===== src/rtl/avalon_arbiter.sv =====
// -----------------------------------------------------------------------------
// avalon_arbiter
//
// Two-master (ibus, dbus) to one-slave Avalon-MM arbiter with round-robin
// priority, a lock that holds a stalled grant until the slave accepts it, and a
// tag pipeline that routes pipelined read data back to the issuing master.
//
// Parameters
//   READ_LATENCY  slave's fixed cycles from read acceptance to readdata (1..4)
//   AW            address width
//   DW            data width (byte enables are DW/8 wide)
//
// Ports
//   clk, rst                       clock, synchronous active-high reset
//   ibus_* / dbus_* (inputs)       read, write, address, writedata, byte_enable
//   ibus_* / dbus_* (outputs)      waitrequest, readdata, readdatavalid
//   s_* (outputs)                  read, write, address, writedata, byte_enable
//   s_* (inputs)                   waitrequest, readdata
// -----------------------------------------------------------------------------
module avalon_arbiter #(
    parameter int READ_LATENCY = 1,
    parameter int AW           = 32,
    parameter int DW           = 32
) (
    input  logic            clk,
    input  logic            rst,

    input  logic            ibus_read_i,
    input  logic            ibus_write_i,
    input  logic [AW-1:0]   ibus_address_i,
    input  logic [DW-1:0]   ibus_writedata_i,
    input  logic [DW/8-1:0] ibus_byte_enable_i,
    output logic            ibus_waitrequest_o,
    output logic [DW-1:0]   ibus_readdata_o,
    output logic            ibus_readdatavalid_o,

    input  logic            dbus_read_i,
    input  logic            dbus_write_i,
    input  logic [AW-1:0]   dbus_address_i,
    input  logic [DW-1:0]   dbus_writedata_i,
    input  logic [DW/8-1:0] dbus_byte_enable_i,
    output logic            dbus_waitrequest_o,
    output logic [DW-1:0]   dbus_readdata_o,
    output logic            dbus_readdatavalid_o,

    output logic            s_read_o,
    output logic            s_write_o,
    output logic [AW-1:0]   s_address_o,
    output logic [DW-1:0]   s_writedata_o,
    output logic [DW/8-1:0] s_byte_enable_o,
    input  logic            s_waitrequest_i,
    input  logic [DW-1:0]   s_readdata_i
);

    typedef enum logic {
        MST_IBUS = 1'b0,
        MST_DBUS = 1'b1
    } master_e;

    // One entry per slave pipeline stage: does the data leaving the slave in
    // that stage belong to a read, and if so which master issued it.
    typedef struct packed {
        logic    valid;
        master_e master;
    } tag_t;

    master_e last_grant_q, last_grant_d;
    logic    lock_q, lock_d;
    master_e lock_master_q, lock_master_d;
    tag_t    tag_q [READ_LATENCY];
    tag_t    tag_in;

    logic    ibus_req;
    logic    dbus_req;
    logic    grant_valid;
    master_e grant_master;
    logic    accept;

    assign ibus_req = ibus_read_i | ibus_write_i;
    assign dbus_req = dbus_read_i | dbus_write_i;

    // -------------------------------------------------------------------------
    // Grant: a held (locked) transfer wins outright; otherwise a lone requester
    // wins, and on contention the master that did not win last time wins. If
    // the locked master has illegally dropped its request there is no grant and
    // the lock falls away at the end of the cycle.
    // -------------------------------------------------------------------------
    always_comb begin
        // NOTE: every combinational output gets a default before any branch so
        // no path leaves it unassigned, which would infer a latch.
        grant_valid  = 1'b0;
        grant_master = MST_IBUS;
        if (lock_q) begin
            grant_master = lock_master_q;
            grant_valid  = (lock_master_q == MST_IBUS) ? ibus_req : dbus_req;
        end else if (ibus_req && dbus_req) begin
            grant_valid  = 1'b1;
            grant_master = (last_grant_q == MST_IBUS) ? MST_DBUS : MST_IBUS;
        end else if (ibus_req) begin
            grant_valid  = 1'b1;
            grant_master = MST_IBUS;
        end else if (dbus_req) begin
            grant_valid  = 1'b1;
            grant_master = MST_DBUS;
        end
    end

    // Slave-side mux: the granted master passes through untouched, idle bus is 0.
    always_comb begin
        s_read_o        = 1'b0;
        s_write_o       = 1'b0;
        s_address_o     = '0;
        s_writedata_o   = '0;
        s_byte_enable_o = '0;
        if (grant_valid) begin
            if (grant_master == MST_IBUS) begin
                s_read_o        = ibus_read_i;
                s_write_o       = ibus_write_i;
                s_address_o     = ibus_address_i;
                s_writedata_o   = ibus_writedata_i;
                s_byte_enable_o = ibus_byte_enable_i;
            end else begin
                s_read_o        = dbus_read_i;
                s_write_o       = dbus_write_i;
                s_address_o     = dbus_address_i;
                s_writedata_o   = dbus_writedata_i;
                s_byte_enable_o = dbus_byte_enable_i;
            end
        end
    end

    // Granted master sees the slave's stall; a losing requester is stalled;
    // a master that is not requesting is never stalled.
    always_comb begin
        ibus_waitrequest_o = 1'b0;
        dbus_waitrequest_o = 1'b0;
        if (ibus_req) begin
            ibus_waitrequest_o = (grant_valid && grant_master == MST_IBUS) ? s_waitrequest_i : 1'b1;
        end
        if (dbus_req) begin
            dbus_waitrequest_o = (grant_valid && grant_master == MST_DBUS) ? s_waitrequest_i : 1'b1;
        end
    end

    assign accept = grant_valid & ~s_waitrequest_i;

    // Only an accepted read produces data later; writes and idle cycles push an
    // empty tag so the pipeline stays aligned with the slave's fixed latency.
    always_comb begin
        tag_in.valid  = accept & s_read_o;
        tag_in.master = grant_master;
    end

    always_comb begin
        last_grant_d  = last_grant_q;
        lock_d        = 1'b0;
        lock_master_d = lock_master_q;
        if (accept) begin
            last_grant_d = grant_master;
        end else if (grant_valid) begin
            lock_d        = 1'b1;
            lock_master_d = grant_master;
        end
    end

    always_ff @(posedge clk) begin
        if (rst) begin
            // Reset last_grant to dbus so ibus wins the first contention.
            last_grant_q  <= MST_DBUS;
            lock_q        <= 1'b0;
            lock_master_q <= MST_IBUS;
            // NOTE: the tag pipeline is cleared on reset, unlike a data store,
            // because a stale valid tag would raise readdatavalid for a read the
            // reset has already abandoned.
            for (int i = 0; i < READ_LATENCY; i++) begin
                tag_q[i] <= '0;
            end
        end else begin
            // NOTE: state registers use non-blocking assignments so every flop
            // samples its pre-edge value regardless of statement order.
            last_grant_q  <= last_grant_d;
            lock_q        <= lock_d;
            lock_master_q <= lock_master_d;
            tag_q[0]      <= tag_in;
            for (int i = 1; i < READ_LATENCY; i++) begin
                tag_q[i] <= tag_q[i-1];
            end
        end
    end

    // Read data is shared; only the valid strobe is steered by the tag.
    assign ibus_readdata_o = s_readdata_i;
    assign dbus_readdata_o = s_readdata_i;

    assign ibus_readdatavalid_o = ~rst & tag_q[READ_LATENCY-1].valid
                                  & (tag_q[READ_LATENCY-1].master == MST_IBUS);
    assign dbus_readdatavalid_o = ~rst & tag_q[READ_LATENCY-1].valid
                                  & (tag_q[READ_LATENCY-1].master == MST_DBUS);

endmodule

===== config.mk =====
export PLATFORM = sky130hd
export DESIGN_NAME = avalon_arbiter
export DESIGN_NICKNAME = d
export VERILOG_FILES = /design/src/rtl/avalon_arbiter.sv
export SDC_FILE = /design/constraint.sdc
export NUM_CORES = 1
export LEC_CHECK = 0
export ABC_AREA = 1
export BUFFER_PORTS_ARGS = -buffer_cell sky130_fd_sc_hd__buf_4
export CAP_MARGIN = 5
export CORE_AREA = 4 4 120 122
export DETAILED_ROUTE_END_ITERATION = 7
export DIE_AREA = 0 0 124 126
export PLACE_DENSITY = 0.46
export SYNTH_ARGS = -nofsm -noshare
export SYNTH_HDL_FRONTEND = slang
export SYNTH_SLANG_ARGS = --single-unit

===== constraint.sdc =====
create_clock -name clk -period 2 [get_ports clk]
set_input_delay 0.4 -clock clk [delete_from_list [all_inputs] [get_ports clk]]
set_output_delay 0.4 -clock clk [all_outputs]
set_load 0.05 [all_outputs]

==> metrics.log <==
INFO  metric achievable-frequency = 490 MHz
INFO  metric holdBufCountCts = 0
INFO  metric final_cell_count_no_fill = between 800 and 900
INFO  metric grt_overflow = 0
INFO  metric gp_congestion = 0.807
INFO  metric dieWidth = 124 um
INFO  metric detailroute.via_count = 3268
INFO  metric powerDensity = 613 nW/um2
INFO  metric syn_nets = 653
INFO  metric cp_data_arrival_time = 1640 ps
INFO  metric status = complete, but fails checks
INFO  metric antenna_violations_before_repair = 0
INFO  metric utilization = 36.9%
INFO  metric clock_tree.htree_level_count = 1
INFO  metric rsz0062_at_grt = yes
INFO  metric share_of_the_yosys_chip_area_belonging_to_registers = 4.54%
INFO  metric detailedPlacementHpwl = 7.36 mm
INFO  metric final.period_utilization = 102%
INFO  metric synthesis.yosys.warnings = 0
INFO  metric routed_wl = roughly 11 mm
INFO  metric floorplan.initialDensity = 16.7%
INFO  metric viasPerCell = 4.00
INFO  metric syn_inst = 478
INFO  metric number_of_design_rule_violations_left_by_the_first_detailed_router_iteration = 74
INFO  metric synth_seq_cells = 5
INFO  metric worst_skew_pair.late_latency = 230 ps
INFO  metric postSynthAreaPerCell = 4.61 um2
INFO  metric layout-drive-gt1-share = 64.0%
INFO  metric worst_slack = -41.3 ps
INFO  metric grt_pass1_vias = 3255
INFO  metric worstHoldPathType = input port to flop
INFO  metric ant_nets = 0
INFO  metric worst_clock_skew = 1.42 ps
INFO  metric grt_max_degree = 38
INFO  metric io_pins = 313
INFO  metric synth.lib_cells_used.distinct = 13
INFO  metric report.power.total = 2.99 mW
INFO  metric crit_path_max_fanout = 5
INFO  metric antenna_cells = 0
INFO  metric synth.cell_area = between 2000 and 2500 um2
INFO  metric drt_pre_antenna_iters = 4
INFO  metric grt_pass1_wl = 16.3 mm
INFO  metric worstSetupPathType = flop to output port
INFO  metric tritoncts.num_buffers = 3
INFO  metric end_kind = output port
INFO  metric wl_per_cell = 13.9 um
INFO  metric irDropWorstVdd = 0.000409 V
INFO  metric placedCellCount = 794
INFO  metric tightestPinTransition = 264 ps
INFO  metric max-clock-path-buffers = 2
INFO  metric post-place-ws = -74.8 ps
INFO  metric port-buffer-count = ~220
INFO  metric layout_min_cycle_time = 2040 ps
INFO  metric tot_gr_track_use = 12.9%
INFO  metric syn2layout_area_growth = 121%
INFO  metric cts_sinks = 5
INFO  metric drv_cap = 0
INFO  metric final.setup.tns = -863 ps
INFO  metric remaining_drcs = 0
INFO  metric coreArea = about 13000 um2
INFO  metric leakage = 2.89 nW
INFO  metric report.final.slew_viol_count = 0
INFO  metric placement_rows = 42
INFO  metric crit_required = between 1500 and 2000 ps
INFO  metric worst_setup_path_start_kind = flop
INFO  metric die-height = 126 um
INFO  metric path_clk_slew = 30 ps
INFO  metric failing_checks = setup timing
INFO  metric die-area = 15600 um2
INFO  metric cts_root_buf = clkbuf_16
INFO  metric timing_hold_violations_final = 0
INFO  metric cts_tree = yes
INFO  metric finalSetupViolations = 53
INFO  metric design.final.nets = around 800
INFO  metric slew_headroom = 82.3%
==> metrics by stage <==
| step | area (um2) | hold WS, ps |
|---|---|---|
| 2_1_floorplan | 2380 | 463 |
| 3_3_place_gp | 3720 | 498 |
| 3_5_place_dp | 3720 | 499 |
| 4_1_cts | 4370 | 365 |
| 5_1_grt | 4870 | 371 |
| 6_report | 4870 | 369 |
==> routing by layer <==
metal  share of wire, %  vias to the layer above  GRT usage [%]
met3                9.1                       38           2.96
met1                 38                     1448           14.9
li1                   -                     1627              -
met5                  0                        -              0
met4                3.4                        0           5.03
met2                 49                      155           22.6
==> report_power, final <==
| group | internal [mW] | switching (mW) | total (mW) |
|---|---|---|---|
| logic | 1.06 | 1.48 | 2.54 |
| registers | 0.109 | 0.00737 | 0.116 |
| clock network | 0.264 | 0.0653 | 0.329 |
| total | 1.43 | 1.56 | 2.99 |
==> registers in the layout (all words and copies together), names as in the netlist <==
| signal | count |
|---|---|
| last_grant_q | 1 |
| lock_q | 1 |
| tag_q | 2 |
| lock_master_q | 1 |
==> cell usage in the layout, fill, tap and decap left out <==
cell type    n
nand2_4     10
o21ai_1      1
clkbuf_16   10
nor2_1      70
dfxtp_2      2
buf_8        4
nor2_2      70
nor2_4       4
buf_6       67
nand3_4      1
buf_16      10
inv_1       74
buf_4      153
o21ai_2      1
buf_12       5
clkbuf_1     1
nand3_1      4
a21oi_2      1
a21oi_1      2
dfxtp_1      3
inv_2        2
nand2_2     70
nand2_1     76
a21boi_4     1
==> final timing paths <==
kind                 startpoint  cells after the start              end  slack [ps]
setup / recovery  lock_master_q                     11  s_address_o[25]         -40
hold / removal              rst                      2           lock_q         370
setup reg to reg  lock_master_q                      9    lock_master_q         600
hold reg to reg   lock_master_q                      4    lock_master_q         560
==> critical path: stages (launching register included) <==
cell	delay, ps
dfxtp_2	340
inv_2	40
nand2_2	50
nand2_2	60
nand2_2	80
nand2_4	100
buf_12	170
clkbuf_16	170
nand2_4	50
nand2_2	40
nor2_2	120
buf_6	170
==> logic make-up after synthesis <==
| family | count (synthesis) | share of synthesized area [%] |
|---|---|---|
| AND/OR/NAND/NOR | 305 | 52.3 |
| buffers and inverters | 162 | 41.7 |
| AO/OA/AOI/OAI | 6 | 1.48 |
| flip-flops | 5 | 4.54 |
==> synthesized netlist by cell type <==
cell type / number / share of area (%)
a21boi_1: 1 / 0.34
a21oi_1: 3 / 0.68
buf_2: 11 / 2.5
buf_4: 71 / 24
buf_6: 4 / 2.0
dfxtp_1: 5 / 4.5
inv_1: 75 / 13
inv_2: 1 / 0.17
nand2_1: 155 / 26
nand2_2: 1 / 0.28
nand3_1: 5 / 1.1
nor2_1: 144 / 25
o21ai_1: 2 / 0.45
==> what timing repair did <==
item	in CTS	in global routing
endpoints found under the hold margin	0	0
buffers inserted	4	1
endpoints found under the setup margin	69	70
gates cloned	8	7
pin swaps	6	17
gates resized for setup	84	106
==> layout make-up <==
type	instances	area [um2]
clock buffers	4	78.8
fillers	1441	8320
inverters	76	285
multi-input cells	311	1670
flip-flops and latches	5	103
well taps	176	220
repair buffers	246	2510
(Power assumes the default switching activity.)
